## src/rtl/ppu_zero_compressor.sv

```systemverilog
// Run-length encodes pooled PPU vectors into (value, preceding-zero-count) pairs per channel,
// buffered in an output FIFO. Define PPU_ZC_RELU_EN to clamp negative lanes to zero before encoding.
module ppu_zero_compressor #(
    parameter int unsigned LANES      = 8,
    parameter int unsigned DATA_W     = 16,
    parameter int unsigned RUN_W      = 4,
    parameter int unsigned FIFO_DEPTH = 8,
    parameter int unsigned K_W        = 6
) (
    input  logic                    clk,
    input  logic                    rst,
    input  logic [LANES-1:0]        in_valid,
    input  logic [LANES*DATA_W-1:0] in_data,
    input  logic [K_W-1:0]          in_k,
    input  logic                    in_chan_last,
    output logic                    in_ready,
    output logic                    out_valid,
    input  logic                    out_ready,
    output logic [DATA_W-1:0]       out_data,
    output logic [RUN_W-1:0]        out_run,
    output logic [K_W-1:0]          out_k,
    output logic                    out_last,
    output logic                    busy
);

    localparam int unsigned LP_W    = (LANES > 1) ? $clog2(LANES) : 1;
    localparam int unsigned PTR_W   = $clog2(FIFO_DEPTH);
    localparam int unsigned CNT_W   = PTR_W + 1;
    localparam int unsigned RUN_MAX = (1 << RUN_W) - 1;

    typedef struct packed {
        logic [DATA_W-1:0] data;
        logic [RUN_W-1:0]  run;
        logic [K_W-1:0]    k;
        logic              last;
    } entry_t;

    typedef enum logic [1:0] {IDLE, SCAN, TERM} state_t;

    state_t              state_q, state_d;
    logic [LANES-1:0]    vld_q;
    logic [DATA_W-1:0]   data_q [LANES];
    logic [K_W-1:0]      k_q;
    logic                chan_last_q;
    logic [LP_W-1:0]     lane_q, lane_d;
    logic [RUN_W-1:0]    run_q, run_d;

    entry_t              mem_q [FIFO_DEPTH];
    logic [PTR_W-1:0]    wr_ptr_q, rd_ptr_q;
    logic [CNT_W-1:0]    cnt_q;

    logic                accept_c;
    logic                fifo_full_c;
    logic                push_c;
    logic                pop_c;
    logic                advance_c;
    entry_t              push_entry_c;
    entry_t              head_c;
    logic [DATA_W-1:0]   lane_raw_c;
    logic [DATA_W-1:0]   lane_val_c;

    assign in_ready    = (state_q == IDLE) && !rst;
    assign accept_c    = (|in_valid) && in_ready;
    assign fifo_full_c = (cnt_q == CNT_W'(FIFO_DEPTH));
    assign out_valid   = (cnt_q != '0);
    assign pop_c       = out_valid && out_ready;
    assign busy        = (state_q != IDLE) || (cnt_q != '0);

    assign lane_raw_c = data_q[lane_q];
`ifdef PPU_ZC_RELU_EN
    assign lane_val_c = lane_raw_c[DATA_W-1] ? '0 : lane_raw_c;
`else
    assign lane_val_c = lane_raw_c;
`endif

    // Next-state, run tracking and FIFO push request
    always_comb begin
        state_d      = state_q;
        lane_d       = lane_q;
        run_d        = run_q;
        push_c       = 1'b0;
        advance_c    = 1'b0;
        push_entry_c = '0;
        push_entry_c.k = k_q;
        case (state_q)
            IDLE: begin
                if (accept_c) begin
                    state_d = SCAN;
                    lane_d  = '0;
                end
            end
            SCAN: begin
                if (!vld_q[lane_q]) begin
                    advance_c = 1'b1;
                end else if (lane_val_c == '0) begin
                    if (run_q != RUN_W'(RUN_MAX)) begin
                        run_d     = run_q + 1'b1;
                        advance_c = 1'b1;
                    end else if (!fifo_full_c) begin
                        // Saturated run: flush a run-extension entry, this zero starts the next run
                        push_c           = 1'b1;
                        push_entry_c.run = run_q;
                        run_d            = RUN_W'(1);
                        advance_c        = 1'b1;
                    end
                end else if (!fifo_full_c) begin
                    push_c            = 1'b1;
                    push_entry_c.data = lane_val_c;
                    push_entry_c.run  = run_q;
                    run_d             = '0;
                    advance_c         = 1'b1;
                end
                if (advance_c) begin
                    if (lane_q == LP_W'(LANES - 1)) begin
                        state_d = chan_last_q ? TERM : IDLE;
                    end else begin
                        lane_d = lane_q + 1'b1;
                    end
                end
            end
            TERM: begin
                if (!fifo_full_c) begin
                    push_c            = 1'b1;
                    push_entry_c.run  = run_q;
                    push_entry_c.last = 1'b1;
                    run_d             = '0;
                    state_d           = IDLE;
                end
            end
            default: state_d = IDLE;
        endcase
    end

    // FSM, captured vector and run state
    always_ff @(posedge clk) begin
        if (rst) begin
            state_q     <= IDLE;
            vld_q       <= '0;
            k_q         <= '0;
            chan_last_q <= 1'b0;
            lane_q      <= '0;
            run_q       <= '0;
            for (int unsigned i = 0; i < LANES; i++) begin
                data_q[i] <= '0;
            end
        end else begin
            state_q <= state_d;
            lane_q  <= lane_d;
            run_q   <= run_d;
            if (accept_c) begin
                vld_q       <= in_valid;
                k_q         <= in_k;
                chan_last_q <= in_chan_last;
                for (int unsigned i = 0; i < LANES; i++) begin
                    data_q[i] <= in_data[i*DATA_W +: DATA_W];
                end
            end
        end
    end

    // Output FIFO; a push is never issued while full, so a same-edge pop cannot make room
    always_ff @(posedge clk) begin
        if (rst) begin
            wr_ptr_q <= '0;
            rd_ptr_q <= '0;
            cnt_q    <= '0;
            for (int unsigned i = 0; i < FIFO_DEPTH; i++) begin
                mem_q[i] <= '0;
            end
        end else begin
            if (push_c) begin
                mem_q[wr_ptr_q] <= push_entry_c;
                wr_ptr_q        <= wr_ptr_q + 1'b1;
            end
            if (pop_c) begin
                rd_ptr_q <= rd_ptr_q + 1'b1;
            end
            cnt_q <= cnt_q + CNT_W'(push_c) - CNT_W'(pop_c);
        end
    end

    assign head_c   = mem_q[rd_ptr_q];
    assign out_data = head_c.data;
    assign out_run  = head_c.run;
    assign out_k    = head_c.k;
    assign out_last = head_c.last;

endmodule

```

## config.mk

```make
export PLATFORM = sky130hd
export DESIGN_NAME = ppu_zero_compressor
export DESIGN_NICKNAME = d
export VERILOG_FILES = /design/src/rtl/ppu_zero_compressor.sv
export SDC_FILE = /design/constraint.sdc
export NUM_CORES = 1
export LEC_CHECK = 0
export ABC_CLOCK_PERIOD_IN_PS = 6070
export BUFFER_PORTS_ARGS = -buffer_cell sky130_fd_sc_hd__buf_2
export CORE_MARGIN = 1
export CORE_UTILIZATION = 35
export CTS_CLUSTER_SIZE = 28
export DETAILED_ROUTE_END_ITERATION = 7
export GPL_TIMING_DRIVEN = 0
export PLACE_DENSITY_LB_ADDON = 0.15
export RECOVER_POWER = 100
export SLEW_MARGIN = 10
export SYNTH_ARGS = -nofsm -noshare
export SYNTH_HDL_FRONTEND = slang
export SYNTH_SLANG_ARGS = --single-unit
```

## constraint.sdc

```tcl
create_clock -name clk -period 6.07 [get_ports clk]
set_input_delay 1.214 -clock clk [delete_from_list [all_inputs] [get_ports clk]]
set_output_delay 1.214 -clock clk [all_outputs]
set_load 0.005 [all_outputs]
```

# After elaboration in Yosys (flattened, before gate mapping)

Memories as Yosys holds them, arrays and structs flattened. A register that Yosys moved wholly into a read port is not among the register bits.
Index checks and enable logic that the tools add are counted.
W data, S select, Z words.

Add/sub/neg operators: 6
$lt $le $gt $ge: 1
Equality and inequality tests: 12
Mux-type cells: 59
Bitwise gates (word level): 8
Reductions and logical operators: 16

Operators with widths:

| cell                  | number |
|---|---|
| $mux W16              | 10 |
| $mux W20              | 2 |
| $mux W4               | 8 |
| $mux W27              | 1 |
| $reduce_or A27 Y1     | 1 |
| $mux W3               | 8 |
| $mux W1               | 19 |
| $logic_not A16 Y1     | 1 |
| $pmux W4 S2           | 2 |
| $ne A2 B2 Y1 const B  | 6 |
| $mux W2               | 5 |
| $add A3 B1 Y3 const B | 3 |
| $ne A4 B4 Y1 const B  | 2 |
| $or A1 B1 Y1          | 8 |
| $reduce_and A4 Y1     | 2 |
| $reduce_or A8 Y1      | 1 |
| $pmux W2 S3           | 1 |
| $pmux W3 S2           | 1 |
| $reduce_bool A2 Y1    | 3 |
| $add A4 B1 Y4         | 1 |
| $add A4 B1 Y4 const B | 1 |
| $eq A4 B4 Y1 const B  | 1 |
| $lt A3 B4 Y1 const B  | 1 |
| $reduce_bool A4 Y1    | 1 |
| other kinds (11)      | 13 |

Register bits: 34
RAM bits: 344
Bits of input ports: 146
Output and inout port bits: 30
Word-level logic and storage cells: 113
Memories kept: 2

Memories:

| memory | depth | bits a word | read ports | clocked after memory_dff | write ports | line | text |
|---|---|---|---|---|---|---|---|
| mem_q  | 8     | 27          | 1          | 1                        | 8           | 48   | `entry_t mem_q [FIFO_DEPTH];` |
| data_q | 8     | 16          | 1          | 1                        | 8           | 42   | `logic [DATA_W-1:0] data_q [LANES];` |

# Logic depth before layout (Yosys ltp)

Depth in word-level cells: 11
Depth in mapped cells: 15
Gate-level depth less buffers: 13

# Worst setup path after synthesis

No wires, ideal clock.

Kind: input to register
Start: in rst
End: mem data_q[0][0], enable pin
Library setup time: 481 ps
Arrival: 5077 ps
Data required time: 5589 ps
Slack: 512 ps
Cell stages on the path: 7
Buffers on the path: 3
Cells stage by stage: clkbuf_1 nor2b_1 clkbuf_1 a21boi_1 clkbuf_1 nor2_1 inv_1

RTL lines:

| element         | line | text |
|---|---|---|
| start, declared | 11   | `input logic rst,` |
| end, declared   | 42   |  |

==> flow_summary_export.csv <==
group,metric,value,unit
timing,timing.slew.headroom,-3.82,%
worst_setup_path,crit_path_top_delay_cell,"clkbuf_1",
placement,place_ws,756,ps
timing,setup_ws,967,ps
placement,gp_congestion,0.749,
logic_synthesis,synth_top_flop_cell,"edfxtp_1",
layout,final_cell_count_no_fill,2033,
placement,dp_hpwl,30100,um
pwr,power_density,363,nW/um^2
timing,rsz0062_at_grt,"false",
global_route,antenna_found_initial,0,
logic_synthesis,synth-seq-cells,384,
layout,area_growth,18.1,%
drt,vias,9943,
global_route,grt_pass1_vias,10400,
floorplanning,core,48000,sq um
clock_tree,numCtsBuffers,42,
logic_synthesis,synth_edf_count,344,
global_route,grt_max_degree,68,
logic_synthesis,syn_nets,1319,
drt,first_pass_iters,4,
floorplanning,die_h,224,um
worst_setup_path,worst_ep_arrival_time,5390,ps
clock_tree,cts_resized,0,
pwr,ir_worst_vdd,0.172,mV
global_route,grt_pass1_wl,65200,um
logic_synthesis,netlist_instances,1158,
clock_tree,cts.clk_slew.worst_paths,60,ps
worst_setup_path,cp_common_cell,"clkbuf_1",
worst_setup_path,cp.buffers_inverters,3,
drt,drtIter0Drc,538,
drt,wl_per_cell,21.1,um
worst_setup_path,max_stage_delay,650,ps
logic_synthesis,synthArstFlopShare,0,%
clock_tree,cts_tree,"done",
worst_setup_path,crit_fanout,14,
floorplanning,start_util,35.8,%
floorplanning,ios,176,
timing,fin_crit,5100,ps
timing,hold_viol,0,
pwr,p_leak,7.25,nW
timing,fin_setup_tns,0,ps
worst_setup_path,cp-end-kind,"flip-flop",
floorplanning,die_w,224,um
pwr,power_frac_seq,45.5,%
worst_setup_path,path_delay_family,"simple AND/OR/NAND/NOR gates",
worst_setup_path,critical_path_class,"flip-flop to flip-flop",
run_status,violations,"capacitance limit, slew limit",
global_route,grt_use_total,17.6,%
flow_run,cap_violations,1,
worst_setup_path,cp_cell_sequence,"clkbuf_1, mux4_2, mux2i_1, nand4_1, nor4_4, a21oi_1, clkbuf_1, nand2_1, nand2b_1, buf_16",
timing,tightest_slew,1540,ps
placement,dp.cells,1957,
pwr,p_int,0.00536,W
drt,routed_wl,43000,um
layout,diodes,0,
pwr,power_frac_clock,33.3,%
timing,fmax,0.196,GHz
logic_synthesis,ys_warn_count,0,
drt,ant_nets,0,
worst_hold_path,hold_class,"flip-flop to flip-flop",
logic_synthesis,syn_area,17200,sq um
worst_setup_path,start_kind,"flip-flop",
clock_tree,cts_max_path_buffers,3,
run_status,status,"complete, but fails checks",
pwr,p_sw,0.00202,W
floorplanning,die-area,50000,sq um
pwr,sw_frac_of_total,27.3,%
clock_tree,ctsHoldBuffers,0,
logic_synthesis,ys_seq_area_share,64.8,%
logic_synthesis,syn_area_per_cell,14.8,sq um
clock_tree,cts_sinks,384,
drt,viasPerCell,4.89,
clock_tree,cts-root-buf,"clkbuf_16",
logic_synthesis,synth.distinct_cells,50,
worst_setup_path,required,6360,ps
clock_tree,htreeDepth,2,
pwr,p_comb_share,21.3,%
drt,drcViolationCount,0,
timing,fin_skew,30.1,ps
floorplanning,rows,80,
timing,finalSetupViolCount,0,
clock_tree,worstSkewPairLatency,550,ps
global_route,overflow,0,
layout,finalNetCount,1547,
timing,post-route-period-util,84.1,%
clock_tree,post-cts-setup-buffers,0,
layout,drive_gt1_share,24.5,%
timing,maxSlewViolCount,11,
placement,port_buffers,174,
[worst reg2reg max path, cell delays in order (launching register included)]
cell and delay, ps:
dfxtp_1 440, clkbuf_1 650, mux4_2 450, mux2i_1 300, nand4_1 220, nor4_4 650
a21oi_1 370, clkbuf_1 330, nand2_1 430, nand2b_1 630, buf_16 390
[routing by layer]
layer | global-route usage, % | wire length, um
met1 | 24.6 | 19600
met2 | 28.8 | 20700
met3 | 2.33 | 1720
met4 | 5.15 | 1020
met5 | 0 | 0
[cell usage in the layout (no fill, tap or decap), drive strengths merged, types with 18 or more instances in the layout]
| master | instances |
|---|---|
| edfxtp | 344 |
| and2 | 148 |
| clkinv | 18 |
| nand2 | 29 |
| nor2 | 151 |
| and3 | 36 |
| dfxtp | 40 |
| mux2 | 28 |
| nand2b | 39 |
| nor2b | 42 |
| buf | 186 |
| mux2i | 18 |
| o21ai | 19 |
| clkbuf | 137 |
| mux4 | 88 |
[cells by family after synthesis]
kind of cell	count (synthesis)	share of synthesized area, %
buffers and inverters	101	2.60
xor gates and xnor gates	6	0.306
AOI/OAI and AO/OA	48	1.83
DFF	384	64.8
muxes	134	14.6
adders and majority gates	15	1.14
and+or+nand+nor	470	14.8
[flip-flops by register name, summed over array words and instances, names as in the netlist, named ones only]
| register | count |
|---|---|
| k_q | 6 |
| cnt_q | 4 |
| wr_ptr_q | 3 |
| lane_q | 3 |
| run_q | 4 |
| data_q | 128 |
| chan_last_q | 1 |
| rd_ptr_q | 3 |
| vld_q | 8 |
| state_q | 2 |
| mem_q | 216 |
[power groups by stage]
stage                     registers [W]  logic, W  clock network, W
after floorplan                 0.00337   0.00107                 0
after global placement          0.00343   0.00160                 0
after detailed placement        0.00341   0.00164                 0
after CTS                       0.00336   0.00164           0.00252
after global routing            0.00339   0.00173           0.00261
final                           0.00335   0.00157           0.00245
[synth_stat cells (18+ instances only)]
library cell	number	area, sq um
nand2b_1	39	244
and2_1	148	926
and3_1	36	225
mux2i_1	18	180
dfxtp_1	40	801
clkbuf_1	59	221
mux4_2	81	1820
nand2_1	26	97.6
mux2_2	28	315
nor2_1	151	567
o21ai_0	19	95.1
nor2b_1	42	263
edfxtp_1	344	10300
[through the flow]
stage          utilization [%]  hold WS, ps  cell area (sq um)  total power [W]
2_1_floorplan                -          437              17200          0.00444
3_3_place_gp              39.2          453              18800          0.00502
3_5_place_dp              39.8          460              19100          0.00505
4_1_cts                   42.5          474              20400          0.00752
5_1_grt                   42.2          502              20300          0.00773
6_report                  42.2          469              20300          0.00737
[area by class of cell]
| class | count | area (sq um) |
|---|---|---|
| clock buffers | 50 | 1080 |
| repair buffers | 184 | 1090 |
| flip-flops and latches | 384 | 11100 |
| plain buffers | 89 | 372 |
| clock inverters | 26 | 223 |
| inverters | 12 | 50.0 |
| multi-input cells | 673 | 5570 |
| well taps | 615 | 769 |
| fillers | 4483 | 27800 |
[path summary, 6_finish.rpt]
path | from | end | slack [ps] | cells past startpoint
setup reg to reg | flip-flop | mem_q[3][26]$_SDFFCE_PN0P_ | 970 | 10
hold / removal | vld_q[7]$_SDFFE_PP0P_ | vld_q[7]$_SDFFE_PP0P_ | 470 | 1
setup / recovery | flip-flop | mem_q[3][26]$_SDFFCE_PN0P_ | 970 | 10
hold reg to reg | vld_q[7]$_SDFFE_PP0P_ | vld_q[7]$_SDFFE_PP0P_ | 470 | 1
No activity file was read; power rests on OpenSTA's default activity.
